File: src/rtl/layer_pkg.sv
// Shared types for the layer sequencer: engine ids, the layer descriptor and the FSM states.
// Pure declarations; no latency and no flow control of its own.
package layer_pkg;

    localparam int ENG_ID_W  = 2;
    localparam int ADDR_F_W  = 12;
    localparam int DIM_F_W   = 6;
    localparam int NUM_ENG   = 3;

    localparam logic [ENG_ID_W-1:0] ENG_CONV  = 2'd0;
    localparam logic [ENG_ID_W-1:0] ENG_POOL  = 2'd1;
    localparam logic [ENG_ID_W-1:0] ENG_DENSE = 2'd2;

    typedef struct packed {
        logic [ENG_ID_W-1:0] eng_id;
        logic [ADDR_F_W-1:0] src_addr;
        logic [ADDR_F_W-1:0] dst_addr;
        logic [DIM_F_W-1:0]  src_rows;
        logic [DIM_F_W-1:0]  src_cols;
        logic [DIM_F_W-1:0]  out_rows;
        logic [DIM_F_W-1:0]  out_cols;
    } layer_desc_t;

    localparam int DESC_W = $bits(layer_desc_t);

    typedef enum logic [2:0] {
        ST_IDLE,
        ST_LOAD,
        ST_START,
        ST_WAIT,
        ST_NEXT,
        ST_DONE,
        ST_ERR
    } state_t;

    // Id 3 is not an engine and maps to no select line at all.
    function automatic logic [NUM_ENG-1:0] eng_onehot(input logic [ENG_ID_W-1:0] id);
        case (id)
            ENG_CONV:  return 3'b001;
            ENG_POOL:  return 3'b010;
            ENG_DENSE: return 3'b100;
            default:   return 3'b000;
        endcase
    endfunction

endpackage

File: src/rtl/sram_port_mux.sv
// Selects one engine's SRAM read/write port onto the shared SRAM; purely combinational.
// Unselected engines, or a disabled mux, see their writes dropped and the SRAM sees address 0.
module sram_port_mux #(
    parameter int ADDR_W = 12,
    parameter int DATA_W = 16
) (
    input  logic                en,
    input  logic [1:0]          sel,
    input  logic [3*ADDR_W-1:0] eng_rd_addr,
    input  logic [3*ADDR_W-1:0] eng_wr_addr,
    input  logic [3*DATA_W-1:0] eng_wr_data,
    input  logic [2:0]          eng_wr_en,
    output logic [ADDR_W-1:0]   mem_rd_addr,
    output logic [ADDR_W-1:0]   mem_wr_addr,
    output logic [DATA_W-1:0]   mem_wr_data,
    output logic                mem_wr_en
);

    always_comb begin
        mem_rd_addr = '0;
        mem_wr_addr = '0;
        mem_wr_data = '0;
        mem_wr_en   = 1'b0;
        for (int i = 0; i < 3; i++) begin
            if (en && sel == 2'(i)) begin
                mem_rd_addr = eng_rd_addr[i*ADDR_W +: ADDR_W];
                mem_wr_addr = eng_wr_addr[i*ADDR_W +: ADDR_W];
                mem_wr_data = eng_wr_data[i*DATA_W +: DATA_W];
                mem_wr_en   = eng_wr_en[i];
            end
        end
    end

endmodule

File: src/rtl/layer_sequencer.sv
// Walks the layer descriptor table, resets/starts one engine per layer and owns the shared SRAM port.
// 3 cycles of overhead between layers (NEXT, LOAD, START); a watchdog aborts a layer whose engine never reports done.
module layer_sequencer
    import layer_pkg::*;
#(
    parameter int MAX_LAYERS = 4,
    parameter int ADDR_W     = 12,
    parameter int DATA_W     = 16,
    parameter int DIM_W      = 6,
    parameter int TIMEOUT    = 65535
) (
    input  logic                clk,
    input  logic                reset,
    input  logic                run,
    input  logic [2:0]          num_layers,
    input  logic                cfg_we,
    input  logic [1:0]          cfg_idx,
    input  logic [DESC_W-1:0]   cfg_desc,
    output logic                busy,
    output logic                all_done,
    output logic                error,
    output logic [1:0]          cur_layer,
    output logic [2:0]          eng_reset,
    output logic [2:0]          eng_start,
    input  logic [2:0]          eng_done,
    output logic [ADDR_W-1:0]   eng_src_addr,
    output logic [ADDR_W-1:0]   eng_dst_addr,
    output logic [DIM_W-1:0]    eng_src_rows,
    output logic [DIM_W-1:0]    eng_src_cols,
    output logic [DIM_W-1:0]    eng_out_rows,
    output logic [DIM_W-1:0]    eng_out_cols,
    input  logic [3*ADDR_W-1:0] eng_rd_addr,
    input  logic [3*ADDR_W-1:0] eng_wr_addr,
    input  logic [3*DATA_W-1:0] eng_wr_data,
    input  logic [2:0]          eng_wr_en,
    output logic [ADDR_W-1:0]   mem_rd_addr,
    output logic [ADDR_W-1:0]   mem_wr_addr,
    output logic [DATA_W-1:0]   mem_wr_data,
    output logic                mem_wr_en
);

    localparam int              WD_W    = $clog2(TIMEOUT + 1);
    localparam logic [WD_W-1:0] WD_LAST = WD_W'(TIMEOUT - 1);
    localparam logic [2:0]      MAX_L   = 3'(MAX_LAYERS);

    state_t            state, state_nxt;
    layer_desc_t       table_q [MAX_LAYERS];
    layer_desc_t       act_q;
    layer_desc_t       cur_desc;
    logic [1:0]        cur_q;
    logic [2:0]        num_q;
    logic              err_flag;
    logic [WD_W-1:0]   wd_q;
    logic              idle_like;
    logic              run_ok;
    logic              last_layer;
    logic              act_done;

    assign cur_desc   = table_q[cur_q];
    assign idle_like  = (state == ST_IDLE) || (state == ST_DONE) || (state == ST_ERR);
    assign run_ok     = (num_layers != 3'd0) && (num_layers <= MAX_L);
    assign last_layer = ({1'b0, cur_q} == (num_q - 3'd1));
    assign act_done   = (eng_done & eng_onehot(act_q.eng_id)) != 3'b000;

    always_ff @(posedge clk) begin
        if (reset) state <= ST_IDLE;
        else       state <= state_nxt;
    end

    always_comb begin
        state_nxt = state;
        case (state)
            ST_IDLE, ST_DONE, ST_ERR: begin
                if (run) state_nxt = run_ok ? ST_LOAD : ST_IDLE;
            end
            ST_LOAD:  state_nxt = (cur_desc.eng_id == 2'd3) ? ST_ERR : ST_START;
            ST_START: state_nxt = ST_WAIT;
            ST_WAIT: begin
                if (act_done)             state_nxt = ST_NEXT;
                else if (wd_q == WD_LAST) state_nxt = ST_ERR;
            end
            ST_NEXT:  state_nxt = last_layer ? ST_DONE : ST_LOAD;
            default:  state_nxt = ST_IDLE;
        endcase
    end

    // The table only changes between jobs; a write alongside run lands before LOAD reads it.
    always_ff @(posedge clk) begin
        if (reset) begin
            for (int i = 0; i < MAX_LAYERS; i++) table_q[i] <= '0;
            act_q    <= '0;
            cur_q    <= '0;
            num_q    <= '0;
            err_flag <= 1'b0;
            wd_q     <= '0;
        end else begin
            if (cfg_we && idle_like) table_q[cfg_idx] <= layer_desc_t'(cfg_desc);
            case (state)
                ST_IDLE, ST_DONE, ST_ERR: begin
                    if (run && run_ok) begin
                        cur_q    <= '0;
                        num_q    <= num_layers;
                        err_flag <= 1'b0;
                    end else if (run) begin
                        err_flag <= 1'b1;
                    end
                end
                ST_LOAD:  act_q <= cur_desc;
                ST_START: wd_q  <= '0;
                ST_WAIT:  wd_q  <= wd_q + 1'b1;
                ST_NEXT:  if (!last_layer) cur_q <= cur_q + 2'd1;
                default: ;
            endcase
        end
    end

    always_comb begin
        busy      = (state == ST_LOAD) || (state == ST_START) ||
                    (state == ST_WAIT) || (state == ST_NEXT);
        all_done  = (state == ST_DONE);
        error     = (state == ST_ERR) || err_flag;
        eng_reset = 3'b000;
        eng_start = 3'b000;
        case (state)
            ST_LOAD:  eng_reset = eng_onehot(cur_desc.eng_id);
            ST_START: eng_start = eng_onehot(act_q.eng_id);
            ST_ERR:   eng_reset = 3'b111;
            default: ;
        endcase
    end

    assign cur_layer    = cur_q;
    assign eng_src_addr = act_q.src_addr;
    assign eng_dst_addr = act_q.dst_addr;
    assign eng_src_rows = act_q.src_rows;
    assign eng_src_cols = act_q.src_cols;
    assign eng_out_rows = act_q.out_rows;
    assign eng_out_cols = act_q.out_cols;

    sram_port_mux #(
        .ADDR_W (ADDR_W),
        .DATA_W (DATA_W)
    ) u_mux (
        .en          ((state == ST_START) || (state == ST_WAIT)),
        .sel         (act_q.eng_id),
        .eng_rd_addr (eng_rd_addr),
        .eng_wr_addr (eng_wr_addr),
        .eng_wr_data (eng_wr_data),
        .eng_wr_en   (eng_wr_en),
        .mem_rd_addr (mem_rd_addr),
        .mem_wr_addr (mem_wr_addr),
        .mem_wr_data (mem_wr_data),
        .mem_wr_en   (mem_wr_en)
    );

endmodule

File: config.mk
export PLATFORM = sky130hd
export DESIGN_NAME = layer_sequencer
export DESIGN_NICKNAME = d
export VERILOG_FILES = /design/src/rtl/layer_pkg.sv /design/src/rtl/sram_port_mux.sv /design/src/rtl/layer_sequencer.sv
export SDC_FILE = /design/constraint.sdc
export NUM_CORES = 1
export LEC_CHECK = 0
export BUFFER_PORTS_ARGS = -buffer_cell sky130_fd_sc_hd__buf_2
export CAP_MARGIN = 20
export CORE_MARGIN = 2
export CORE_UTILIZATION = 35
export CTS_BUF_LIST = sky130_fd_sc_hd__clkbuf_16
export CTS_CLUSTER_DIAMETER = 100
export CTS_CLUSTER_SIZE = 40
export DETAILED_ROUTE_END_ITERATION = 16
export GPL_TIMING_DRIVEN = 0
export PLACE_DENSITY = 0.67
export SYNTH_ARGS = -nofsm -noshare
export SYNTH_HDL_FRONTEND = slang
export SYNTH_SLANG_ARGS = --single-unit
File: constraint.sdc
create_clock -name clk -period 3.5 [get_ports clk]
set_clock_uncertainty 0.1 [all_clocks]
set_input_delay 0.35 -clock clk [delete_from_list [all_inputs] [get_ports clk]]
set_output_delay 0.35 -clock clk [all_outputs]
set_load 0.02 [all_outputs]
==> tab_implementation.tex <==
\begin{tabular}{lr}
\hline
Metric & Value \\
\hline
\multicolumn{2}{l}{\textbf{Power}} \\
\quad Power per unit of standard cell area & around 560 nW/um\^{}2 \\
\quad Internal power & 5.76 mW \\
\quad Leakage & 6.29 nW \\
\quad Proportion of total power due to net switching & 0.354 \\
\quad Switch Pwr & 3.15 mW \\
\quad Fraction of power consumed by sequential logic & 0.459 \\
\quad Overall power after layout & 8.91 mW \\
\quad Peak supply drop & around 0.00030 V \\
\quad Combinational Power Share & 0.337 \\
\quad Part of the power in the clock network & 0.204 \\
\multicolumn{2}{l}{\textbf{Critical path}} \\
\quad Largest fanout on the critical path & 10 \\
\quad Critical path class & reg -> out \\
\quad Type of origin of the critical path & register \\
\quad Data required, critical path & 3.05 ns \\
\quad Worst path arrival time & about 2.8 ns \\
\quad Worst Setup End Kind & output port \\
\multicolumn{2}{l}{\textbf{Detailed routing}} \\
\quad Number of vias after detailed routing & between 9000 and 10000 \\
\quad Detailed Routing Iterations Pass 1 & 5 \\
\quad Via density per instance & $\sim$4.8 \\
\quad DRT Wirelength & 37500 microns \\
\quad Post-detailed-route count of antenna-violating nets & 0 \\
\quad Post-detailed-route wirelength per cell & approximately 19 microns \\
\quad DRC violation total after the first TritonRoute iteration & 580 \\
\quad Post-route DRC violation count & 0 \\
\multicolumn{2}{l}{\textbf{Timing}} \\
\quad Final-report max-slew violation count & 0 \\
\quad Min Clock Period, post-route & approximately 3.3 ns \\
\quad Final hold vios & 0 \\
\quad Max\_slew headroom & 0.403 \\
\quad Total of endpoints with negative setup slack in the final report & 0 \\
\quad Post-route worst hold slack & $\sim$0.016 ns \\
\quad Max frequency & 304 MHz \\
\quad Final TNS setup & 0 ns \\
\quad RSZ-0062 raised after global routing & false \\
\quad Actual slew at the worst max-slew pin & 0.893 ns \\
\quad Final worst slack & 0.206 ns \\
\quad Period utilization & 0.941 \\
\multicolumn{2}{l}{\textbf{Yosys}} \\
\quad Number of cells produced by synthesis & 1141 \\
\quad Proportion of netlist area held by the largest area contributor & 0.454 \\
\quad Net count after synthesis & $\sim$1300 \\
\quad Cell area after synthesis & 13200 sq um \\
\quad Share of synthesized registers carrying an async set or reset & 0 \\
\quad Post-synth top area cell & sky130\_fd\_sc\_hd\_\_edfxtp\_1 \\
\quad Main synth FF type & sky130\_fd\_sc\_hd\_\_edfxtp\_1 \\
\quad Portion of the post-synthesis area used by sequential elements & 0.571 \\
\quad Post-synthesis sequential element count & about 280 \\
\quad Top cells by area in the synthesized netlist & sky130\_fd\_sc\_hd\_\_edfxtp\_1 (45\%), sky130\_fd\_sc\_hd\_\_dfxtp\_1 (12\%), sky130\_fd\_sc\_hd\_\_and2\_1 (9.5\%) \\
\quad Synth Area per Inst & 11.6 sq um \\
\quad EDFF count, synth & 200 \\
\quad Synth cell types & 49 \\
\quad Number of warnings issued by yosys & 0 \\
\multicolumn{2}{l}{\textbf{Floorplan}} \\
\quad Die outline height & 198 microns \\
\quad Die Wd & 198 microns \\
\quad Core Region & between 30000 and 40000 sq um \\
\quad Top-level I/O count & 285 \\
\quad Die Area & 39300 sq um \\
\quad Effective utilization at floorplan & 0.353 \\
\quad FP Rows & roughly 70 \\
\multicolumn{2}{l}{\textbf{Clock network}} \\
\quad Total number of clock tree sinks & 277 \\
\quad CTS HTree Levels & 1 \\
\quad Number of CTS-inserted buffers & 12 \\
\quad Clock tree from TritonCTS & done \\
\quad Reg clk slew, reported paths & 0.14 ns \\
\quad Clock Tree Root & sky130\_fd\_sc\_hd\_\_clkbuf\_16 \\
\quad Number of buffers added for setup after CTS & 0 \\
\quad Latest clock arrival within the worst-skew pair & around 0.53 ns \\
\quad Max Root-Sink Buffers & 3 \\
\multicolumn{2}{l}{\textbf{Outcome}} \\
\quad Run status & finished clean \\
\multicolumn{2}{l}{\textbf{Global routing}} \\
\quad Wire length of the first global-routing pass & 54000 microns \\
\quad Gr usage total & 0.184 \\
\quad Overflow left after global routing & 0 \\
\quad Antenna violations before repair & 12 \\
\quad Vias in the first global route & $\sim$9400 \\
\quad Maximum number of pins on one net before global-route repair & between 50 and 60 \\
\multicolumn{2}{l}{\textbf{Final layout}} \\
\quad Number of nets in the final layout & between 1500 and 2000 \\
\quad Layout cell share with drive strength beyond 1 & 0.306 \\
\quad Area growth, synth to finish & 19.5\% \\
\quad Final core occ & 0.422 \\
\quad Fin cells & about 2000 \\
\quad Cell area after layout & around 16000 sq um \\
\multicolumn{2}{l}{\textbf{Job}} \\
\quad Total of max-cap violations & 0 \\
\multicolumn{2}{l}{\textbf{Place}} \\
\quad Instance area after placement & approximately 15000 sq um \\
\quad Total instance count after detailed placement & 1937 \\
\quad Total of buffers placed on input and output ports & 283 \\
\quad GP Congestion & 0.818 \\
\quad DP HPWL & 27800 microns \\
\quad Worst slack at placement & 0.402 ns \\
\multicolumn{2}{l}{\textbf{Worst hold path}} \\
\quad Type of the tightest min-delay check & in -> reg \\
\hline
\end{tabular}
[cell usage after synthesis, drive strengths merged, types with 3 or more instances]
cell and n:
a21oi 107, a31oi 3, and2 200, buf 74, clkbuf 52, dfxtp 77, edfxtp 200, ha 3
inv 8, mux2 4, mux2i 46, mux4 50, nand2 119, nand3 16, nor2 113, nor3 11
nor3b 4, nor4 7, o21ai 10, or3 4, xnor2 3, xor2 3
[power groups by stage]
| stage | Clock, mW | Combinational, mW | Sequential (mW) |
|---|---|---|---|
| 2_1_floorplan | 0 | 2.01 | 4.13 |
| 3_3_place_gp | 0 | 3.00 | 4.16 |
| 3_5_place_dp | 0 | 3.04 | 4.17 |
| 4_1_cts | 1.85 | 3.05 | 4.09 |
| 5_1_grt | 1.97 | 3.28 | 4.13 |
| 6_report | 1.82 | 3.01 | 4.09 |
[final timing paths]
path / depth (start not counted) / start / slack, ns / end
worst max-delay path: 6 / state[0] / 0.21 / eng_reset[0]
worst min-delay path: 2 / cfg_desc[17] / 0.02 / table_q[3][17]
worst max register to register: 6 / state[2] / 0.35 / table_q[1][16]
worst min register to register: 2 / eng_dst_addr[3] / 0.36 / eng_dst_addr[3]
[cell usage in the layout, fill, tap and decap left out, types with 8 or more instances in the layout]
cell	instances
sky130_fd_sc_hd__buf_2	297
sky130_fd_sc_hd__and2_1	200
sky130_fd_sc_hd__edfxtp_1	200
sky130_fd_sc_hd__nand2_1	119
sky130_fd_sc_hd__nor2_1	113
sky130_fd_sc_hd__a21oi_1	107
sky130_fd_sc_hd__dfxtp_1	77
sky130_fd_sc_hd__buf_4	54
sky130_fd_sc_hd__mux4_2	50
sky130_fd_sc_hd__clkbuf_1	47
sky130_fd_sc_hd__mux2i_1	46
sky130_fd_sc_hd__nand3_1	16
sky130_fd_sc_hd__clkbuf_16	12
sky130_fd_sc_hd__inv_1	10
sky130_fd_sc_hd__o21ai_0	10
sky130_fd_sc_hd__nor3_1	8
[kinds of logic (layout without fill, tap and decap cells)]
logic type,Yosys count,count (layout),share of synthesized area
AND/OR/NAND/NOR,488,488,0.190
flip-flops,277,277,0.571
buffers and inverters,134,441,0.0552
AO/OA/AOI/OAI,133,133,0.0537
multiplexers,100,100,0.123
XOR/XNOR,6,6,0.00398
adder cells (fa/ha/maj),3,3,0.00284
other,0,6,0
[cell type report]
class,instances,area (sq um)
repair buffers,287,1480
clock inverters,8,121
diodes,6,15.0
well taps,511,639
plain buffers,126,699
flip-flops and latches,277,7550
multi-input cells,730,4970
fillers,3583,21600
clock buffers,12,300
inverters,8,30.0
[what timing repair did]
item                                    4_1_cts  5_1_grt
endpoints found under the hold margin         2        0
hold buffers                                  2        0
endpoints found under the setup margin        0        2
gates resized for setup                       0        2
[layer usage]
layer,share of wire,GRT usage,vias up
met4,0.032,0.0699,12
met2,0.52,0.344,328
li1,-,-,4543
met3,0.074,0.0356,65
met1,0.37,0.205,4542
met5,0.0019,0,-
[critical path: stages, from the launching register on]
cell                       delay, ns
sky130_fd_sc_hd__dfxtp_1        0.46
sky130_fd_sc_hd__inv_1          0.14
sky130_fd_sc_hd__or3_1          0.37
sky130_fd_sc_hd__clkbuf_1       0.26
sky130_fd_sc_hd__clkbuf_1       0.38
sky130_fd_sc_hd__o31ai_2        0.47
sky130_fd_sc_hd__buf_2          0.24
[sequential cells by signal, indices dropped and copies added, names as in the netlist, named ones only]
name and count:
eng_out_rows 6, wd_q 16, num_q 3, cur_layer 2
err_flag 1, act_q 2, eng_dst_addr 12, table_q 200
eng_src_addr 12, eng_src_rows 6, state 3, eng_out_cols 6
eng_src_cols 6
Note: power is estimated with default switching activity, not from simulation.
